File: src/rtl/wts_pkg.sv
// Shared definitions for the wave-RAM arbiter: FSM encoding, port ids,
// address/data widths, default last address and the out-of-range read value.
package wts_pkg;

  localparam int WTS_AW = 10;
  localparam int WTS_DW = 8;

  localparam int WTS_ADDR_LAST_DEFAULT = 767;

  localparam logic [WTS_DW-1:0] WTS_OOR_RDATA = 8'hFF;

  // Port ids double as the round-robin last-grant flag.
  localparam logic PORT_CPU = 1'b0;
  localparam logic PORT_TG  = 1'b1;

  typedef enum logic [1:0] {
    ST_IDLE    = 2'd0,
    ST_ISSUE   = 2'd1,
    ST_CAPTURE = 2'd2,
    ST_ACK     = 2'd3
  } wts_state_e;

  function automatic logic addr_above(input logic [WTS_AW-1:0] a, input int unsigned last);
    return 32'(a) > last;
  endfunction

endpackage

File: src/rtl/wts_rr_arb2.sv
// Two-way round-robin selector: a lone request wins outright; on a tie the
// port that was not granted last wins. Grant bit 0 = CPU, bit 1 = TG.
module wts_rr_arb2
  import wts_pkg::*;
(
  input  logic [1:0] req_i,
  input  logic       last_i,
  output logic [1:0] grant_o
);

  always_comb begin
    grant_o = 2'b00;
    if (req_i == 2'b11) begin
      grant_o = (last_i == PORT_CPU) ? 2'b10 : 2'b01;
    end else begin
      grant_o = req_i;
    end
  end

endmodule

File: src/rtl/wts_ram_arbiter.sv
// Arbitrates CPU and tone-generator access to a single-port wave RAM, one
// access per 4 cycles. Define WTS_ARB_ADDR_CHECK_EN to drop out-of-range writes
// and return 0xFF for out-of-range reads.
module wts_ram_arbiter
  import wts_pkg::*;
#(
  parameter int ADDR_LAST = WTS_ADDR_LAST_DEFAULT
) (
  input  logic              clk,
  input  logic              reset,
  input  logic              cpu_req,
  input  logic              cpu_we,
  input  logic [WTS_AW-1:0] cpu_a,
  input  logic [WTS_DW-1:0] cpu_d,
  output logic              cpu_ack,
  output logic [WTS_DW-1:0] cpu_q,
  input  logic              tg_req,
  input  logic [WTS_AW-1:0] tg_a,
  output logic              tg_ack,
  output logic [WTS_DW-1:0] tg_q,
  output logic              sram_we,
  output logic [WTS_AW-1:0] sram_a,
  output logic [WTS_DW-1:0] sram_d,
  input  logic [WTS_DW-1:0] sram_q,
  output wts_state_e        dbg_state_o
);

  // Handshake: req is a level held with its we/a/d until ack; ack is a single
  // cycle pulse three cycles after req is sampled in IDLE. The requester must
  // drop req in the cycle after ack, otherwise it is seen as a new request.

`ifdef WTS_ARB_ADDR_CHECK_EN
  localparam bit ADDR_CHECK_EN = 1'b1;
`else
  localparam bit ADDR_CHECK_EN = 1'b0;
`endif

  wts_state_e        state_q, state_d;
  logic              last_q, last_d;
  logic              win_q, win_d;
  logic              we_q, we_d;
  logic              oor_q, oor_d;
  logic              sram_we_q, sram_we_d;
  logic [WTS_AW-1:0] sram_a_q, sram_a_d;
  logic [WTS_DW-1:0] sram_d_q, sram_d_d;
  logic              cpu_ack_q, cpu_ack_d;
  logic              tg_ack_q, tg_ack_d;
  logic [WTS_DW-1:0] cpu_q_q, cpu_q_d;
  logic [WTS_DW-1:0] tg_q_q, tg_q_d;

  logic [1:0]        grant;
  logic [WTS_AW-1:0] cand_a;
  logic [WTS_DW-1:0] rdata;

  wts_rr_arb2 u_rr (
    .req_i   ({tg_req, cpu_req}),
    .last_i  (last_q),
    .grant_o (grant)
  );

  assign cand_a = grant[1] ? tg_a : cpu_a;
  assign rdata  = oor_q ? WTS_OOR_RDATA : sram_q;

  // The sram_a/sram_d registers also serve as the latched winner address/data.
  always_comb begin
    state_d   = state_q;
    last_d    = last_q;
    win_d     = win_q;
    we_d      = we_q;
    oor_d     = oor_q;
    sram_we_d = 1'b0;
    sram_a_d  = sram_a_q;
    sram_d_d  = sram_d_q;
    cpu_ack_d = 1'b0;
    tg_ack_d  = 1'b0;
    cpu_q_d   = cpu_q_q;
    tg_q_d    = tg_q_q;

    unique case (state_q)
      ST_IDLE: begin
        if (grant != 2'b00) begin
          win_d     = grant[1] ? PORT_TG : PORT_CPU;
          last_d    = win_d;
          we_d      = grant[1] ? 1'b0 : cpu_we;
          oor_d     = ADDR_CHECK_EN && addr_above(cand_a, ADDR_LAST);
          sram_we_d = we_d && !oor_d;
          sram_a_d  = cand_a;
          sram_d_d  = grant[1] ? sram_d_q : cpu_d;
          state_d   = ST_ISSUE;
        end
      end
      ST_ISSUE: begin
        state_d = ST_CAPTURE;
      end
      ST_CAPTURE: begin
        if (!we_q) begin
          if (win_q == PORT_TG) tg_q_d = rdata;
          else                  cpu_q_d = rdata;
        end
        cpu_ack_d = (win_q == PORT_CPU);
        tg_ack_d  = (win_q == PORT_TG);
        state_d   = ST_ACK;
      end
      ST_ACK: begin
        state_d = ST_IDLE;
      end
      default: begin
        state_d = ST_IDLE;
      end
    endcase
  end

  always_ff @(posedge clk) begin
    if (reset) begin
      state_q   <= ST_IDLE;
      last_q    <= PORT_CPU;
      win_q     <= PORT_CPU;
      we_q      <= 1'b0;
      oor_q     <= 1'b0;
      sram_we_q <= 1'b0;
      sram_a_q  <= '0;
      sram_d_q  <= '0;
      cpu_ack_q <= 1'b0;
      tg_ack_q  <= 1'b0;
      cpu_q_q   <= '0;
      tg_q_q    <= '0;
    end else begin
      state_q   <= state_d;
      last_q    <= last_d;
      win_q     <= win_d;
      we_q      <= we_d;
      oor_q     <= oor_d;
      sram_we_q <= sram_we_d;
      sram_a_q  <= sram_a_d;
      sram_d_q  <= sram_d_d;
      cpu_ack_q <= cpu_ack_d;
      tg_ack_q  <= tg_ack_d;
      cpu_q_q   <= cpu_q_d;
      tg_q_q    <= tg_q_d;
    end
  end

  assign cpu_ack     = cpu_ack_q;
  assign cpu_q       = cpu_q_q;
  assign tg_ack      = tg_ack_q;
  assign tg_q        = tg_q_q;
  assign sram_we     = sram_we_q;
  assign sram_a      = sram_a_q;
  assign sram_d      = sram_d_q;
  assign dbg_state_o = state_q;

endmodule

File: config.mk
export PLATFORM = sky130hd
export DESIGN_NAME = wts_ram_arbiter
export DESIGN_NICKNAME = d
export VERILOG_FILES = /design/src/rtl/wts_pkg.sv /design/src/rtl/wts_rr_arb2.sv /design/src/rtl/wts_ram_arbiter.sv
export SDC_FILE = /design/constraint.sdc
export NUM_CORES = 1
export LEC_CHECK = 0
export CAP_MARGIN = 20
export CORE_UTILIZATION = 32
export DETAILED_ROUTE_END_ITERATION = 8
export PLACE_DENSITY = 0.65
export SYNTH_ARGS = -nofsm -noshare
export SYNTH_HDL_FRONTEND = slang
export SYNTH_SLANG_ARGS = --single-unit
File: constraint.sdc
create_clock -name clk -period 1.4 [get_ports clk]
set_clock_uncertainty 0.15 [all_clocks]
set_input_delay 0.21 -clock clk [delete_from_list [all_inputs] [get_ports clk]]
set_output_delay 0.21 -clock clk [all_outputs]
set_load 0.05 [all_outputs]
==> flow_summary.ini <==
[worst_setup_path]
r2r_slack_ps = -80
arrival_ps = 1520
r2r_cells = 6
crit_path_start_kind = register
rr_startpoint = dbg_state_o[0]$_SDFFE_PP0P_
worstPathRequired_ps = 1440
cp_max_fo = 4
reg2reg_to = cpu_q[6]$_SDFFE_PP0P_
worstSetupPathType = register to register
worstSetupEndpointType = register

[pwr]
vdd_drop_max_mv = 0.907
switchingPower_mw = 2.41
intPower_mw = 3.61
p_total_mw = 6.02
leakagePower_nw = 1.31
swShare_pct = 40.0
power.density_nw_per_um2 = 1870
seqPwrFrac_pct = 29.0
comb_power_share_pct = 56.1
p_clk_share_pct = 14.9

[timing]
slew_violations = 0
final_hold_viol_count = 0
setup_viol = 10
finalCritPeriodShare_pct = 106
slew_headroom_pct = 81.4
fin_ws_ps = -83.0
fin_crit_ps = 1480
worstMarginPinSlew_ps = 279
rsz0062_at_grt = true
max_freq_ghz = 0.674

[synthesis]
avgSynthCellArea_um2 = 9.43
ys_warn_count = 0
synth_top_area_share_pct = 50.0
seq_area_frac_synth_pct = 50.0
async_flop_share_pct = 0
synth_cell_types = 26
synth_edf_count = 0
yosysMostFrequentCell = dfxtp_1
yosys_register_bits = 41
synth_area_leader_cell = dfxtp_1
syn_area_um2 = 1640
synth_cells = 174
synth_commonest_cells = dfxtp_1 (41), nor2_1 (27), a21oi_1 (21)
synthFlopType = dfxtp_1
synth_fp_nets = 218
ys_top_cells_by_area = dfxtp_1 (50%), mux2i_1 (10%), a21oi_1 (6.4%)

[cts]
cts_tree = built
cts_sinks = 41
htreeDepth = 2
root_buffer = clkbuf_8
clockBufferDepth = 2
clkTransAtPathRegs_ps = 90
cts_buffers = 5
insertion_delay_ps = 300

[placed_design]
placed_area_um2 = 3020
portBuffers = 79
gp_congestion = 0.756
place_hpwl_mm = 3.40

[floorplanning]
io_pins = 80
core_area_um2 = 4820
die_h_um = 73.6
die_area_um2 = 5420
rows = 25
initial_core_util_pct = 34.1
dieWidth_um = 73.6

[routing]
drt_pass1_iterations = 4
routed_wirelength_mm = 4.59
drc = 0
highest_layer = met4
routedWlPerCell_um = 13.7
ant_nets = 0
vias = 1536
met2WireLength_mm = 2.24
avgViaCountPerCell = 4.57
drt_iter0_markers = 47
met1_length_mm = 2.01
wl_met3_um = 269

[worst_hold_path]
hold_depth = 3
hold_path_end = sram_d[6]$_SDFFE_PP0P_
hp-start = cpu_d[6]
min_path_type = primary input to register

[final_layout]
finish.instance_area_um2 = 3220
n_antenna_cell = 0
drive_gt1_share_pct = 33.1
areaGrowthSynthToFinish_pct = 96.1
utilization_pct = 66.8
nNetsFinal = 312

[global_routing]
grt_pass1_wl_mm = 7.36
overflow = 0
grt_usage_pct = 18.2
grt_max_degree = 26
antenna_found_initial = 0
grt_pass1_vias = 1465

[run]
drv_cap = 0

[status]
violations = setup timing
status = finished, violations left
[cell usage in the layout, fill, tap and decap left out, types with 2 or more instances in the layout]
cell | Yosys | final
ha_4 | 0 | 2
mux2i_1 | 17 | 16
dfxtp_1 | 41 | 38
nand3_1 | 8 | 8
dlygate4sd2_1 | 0 | 2
buf_12 | 0 | 40
buf_6 | 3 | 9
o21ai_0 | 11 | 7
nand2_1 | 10 | 10
a211oi_1 | 8 | 4
a211oi_2 | 1 | 5
nor2_1 | 27 | 26
dfxtp_4 | 0 | 3
a21oi_1 | 21 | 21
clkdlybuf4s50_1 | 0 | 38
o21ai_1 | 0 | 4
buf_4 | 4 | 11
clkbuf_8 | 0 | 5
[layout make-up]
| type | count | area, µm² |
|---|---|---|
| inverter | 3 | 18.8 |
| clock buffer | 6 | 93.8 |
| tap | 67 | 83.8 |
| timing repair buffer | 100 | 1380 |
| sequential | 41 | 832 |
| clock inverter | 2 | 16.3 |
| multi-input combinational | 117 | 792 |
| fill | 379 | 1600 |
[power groups by stage]
stage                     combinational (mW)  clock [mW]  sequential (mW)
after global placement                  3.14           0             1.74
after floorplan                        0.945           0             2.43
after detailed placement                3.18           0             1.76
after CTS                               3.27       0.933             1.74
final                                   3.38       0.898             1.75
after global routing                    3.57       0.977             1.78
[state kept, by name, indices dropped and copies added, names as in the netlist, 2 cells and up]
register,flops
cpu_q,8
sram_d,8
sram_a,10
tg_q,8
dbg_state_o,2
[critical path, cell delays in order, from the launching register on]
cell	delay, ps
dfxtp_4	370
inv_6	70
ha_4	140
nor3b_4	220
buf_6	160
mux2i_2	200
nor2_1	60
[what timing repair did]
action                                  CTS  global route
hold endpoints to repair                  0             0
pin swaps                                 1            17
endpoints found under the setup margin   28            33
gates resized for setup                   8            18
hold buffers                              0             0
buffers inserted                          1             0
[per-stage QoR]
stage	setup WS, ps	instances	TNS [ps]	hold WS [ps]
after floorplan	-58.5	174	-499	194
after global placement	-301	327	-6250	347
after detailed placement	-342	327	-6950	362
after CTS	-68.7	336	-478	312
after global routing	-151	336	-1750	319
final	-83.0	336	-515	319
[worst max-delay path by stage]
stage | endpoint | startpoint
after floorplan | dbg_state_o[1]$_SDFFE_PP0P_ | dbg_state_o[0]$_SDFFE_PP0P_
after global placement | win_q$_SDFFE_PP0P_ | cpu_req
after detailed placement | sram_a[4]$_SDFFE_PP0P_ | cpu_req
after CTS | dbg_state_o[1]$_SDFFE_PP0P_ | dbg_state_o[1]$_SDFFE_PP0P_
after global routing | cpu_q[6]$_SDFFE_PP0P_ | dbg_state_o[0]$_SDFFE_PP0P_
final | cpu_q[6]$_SDFFE_PP0P_ | dbg_state_o[0]$_SDFFE_PP0P_
[logic make-up after synthesis]
logic type / count (synthesis) / synth area share (%)
fa+ha+maj: 3 / 2.29
simple gates: 51 / 13.7
flops: 41 / 50.0
mux: 17 / 10.4
compound gates: 46 / 17.5
buf+inv: 16 / 6.17
[routing by layer]
layer	GRT usage, %	vias up
met5	0	-
met4	5.77	0
met3	5.21	5
met2	28.3	45
met1	24.2	697
li1	-	789
No activity file was read; power rests on OpenSTA's default activity.
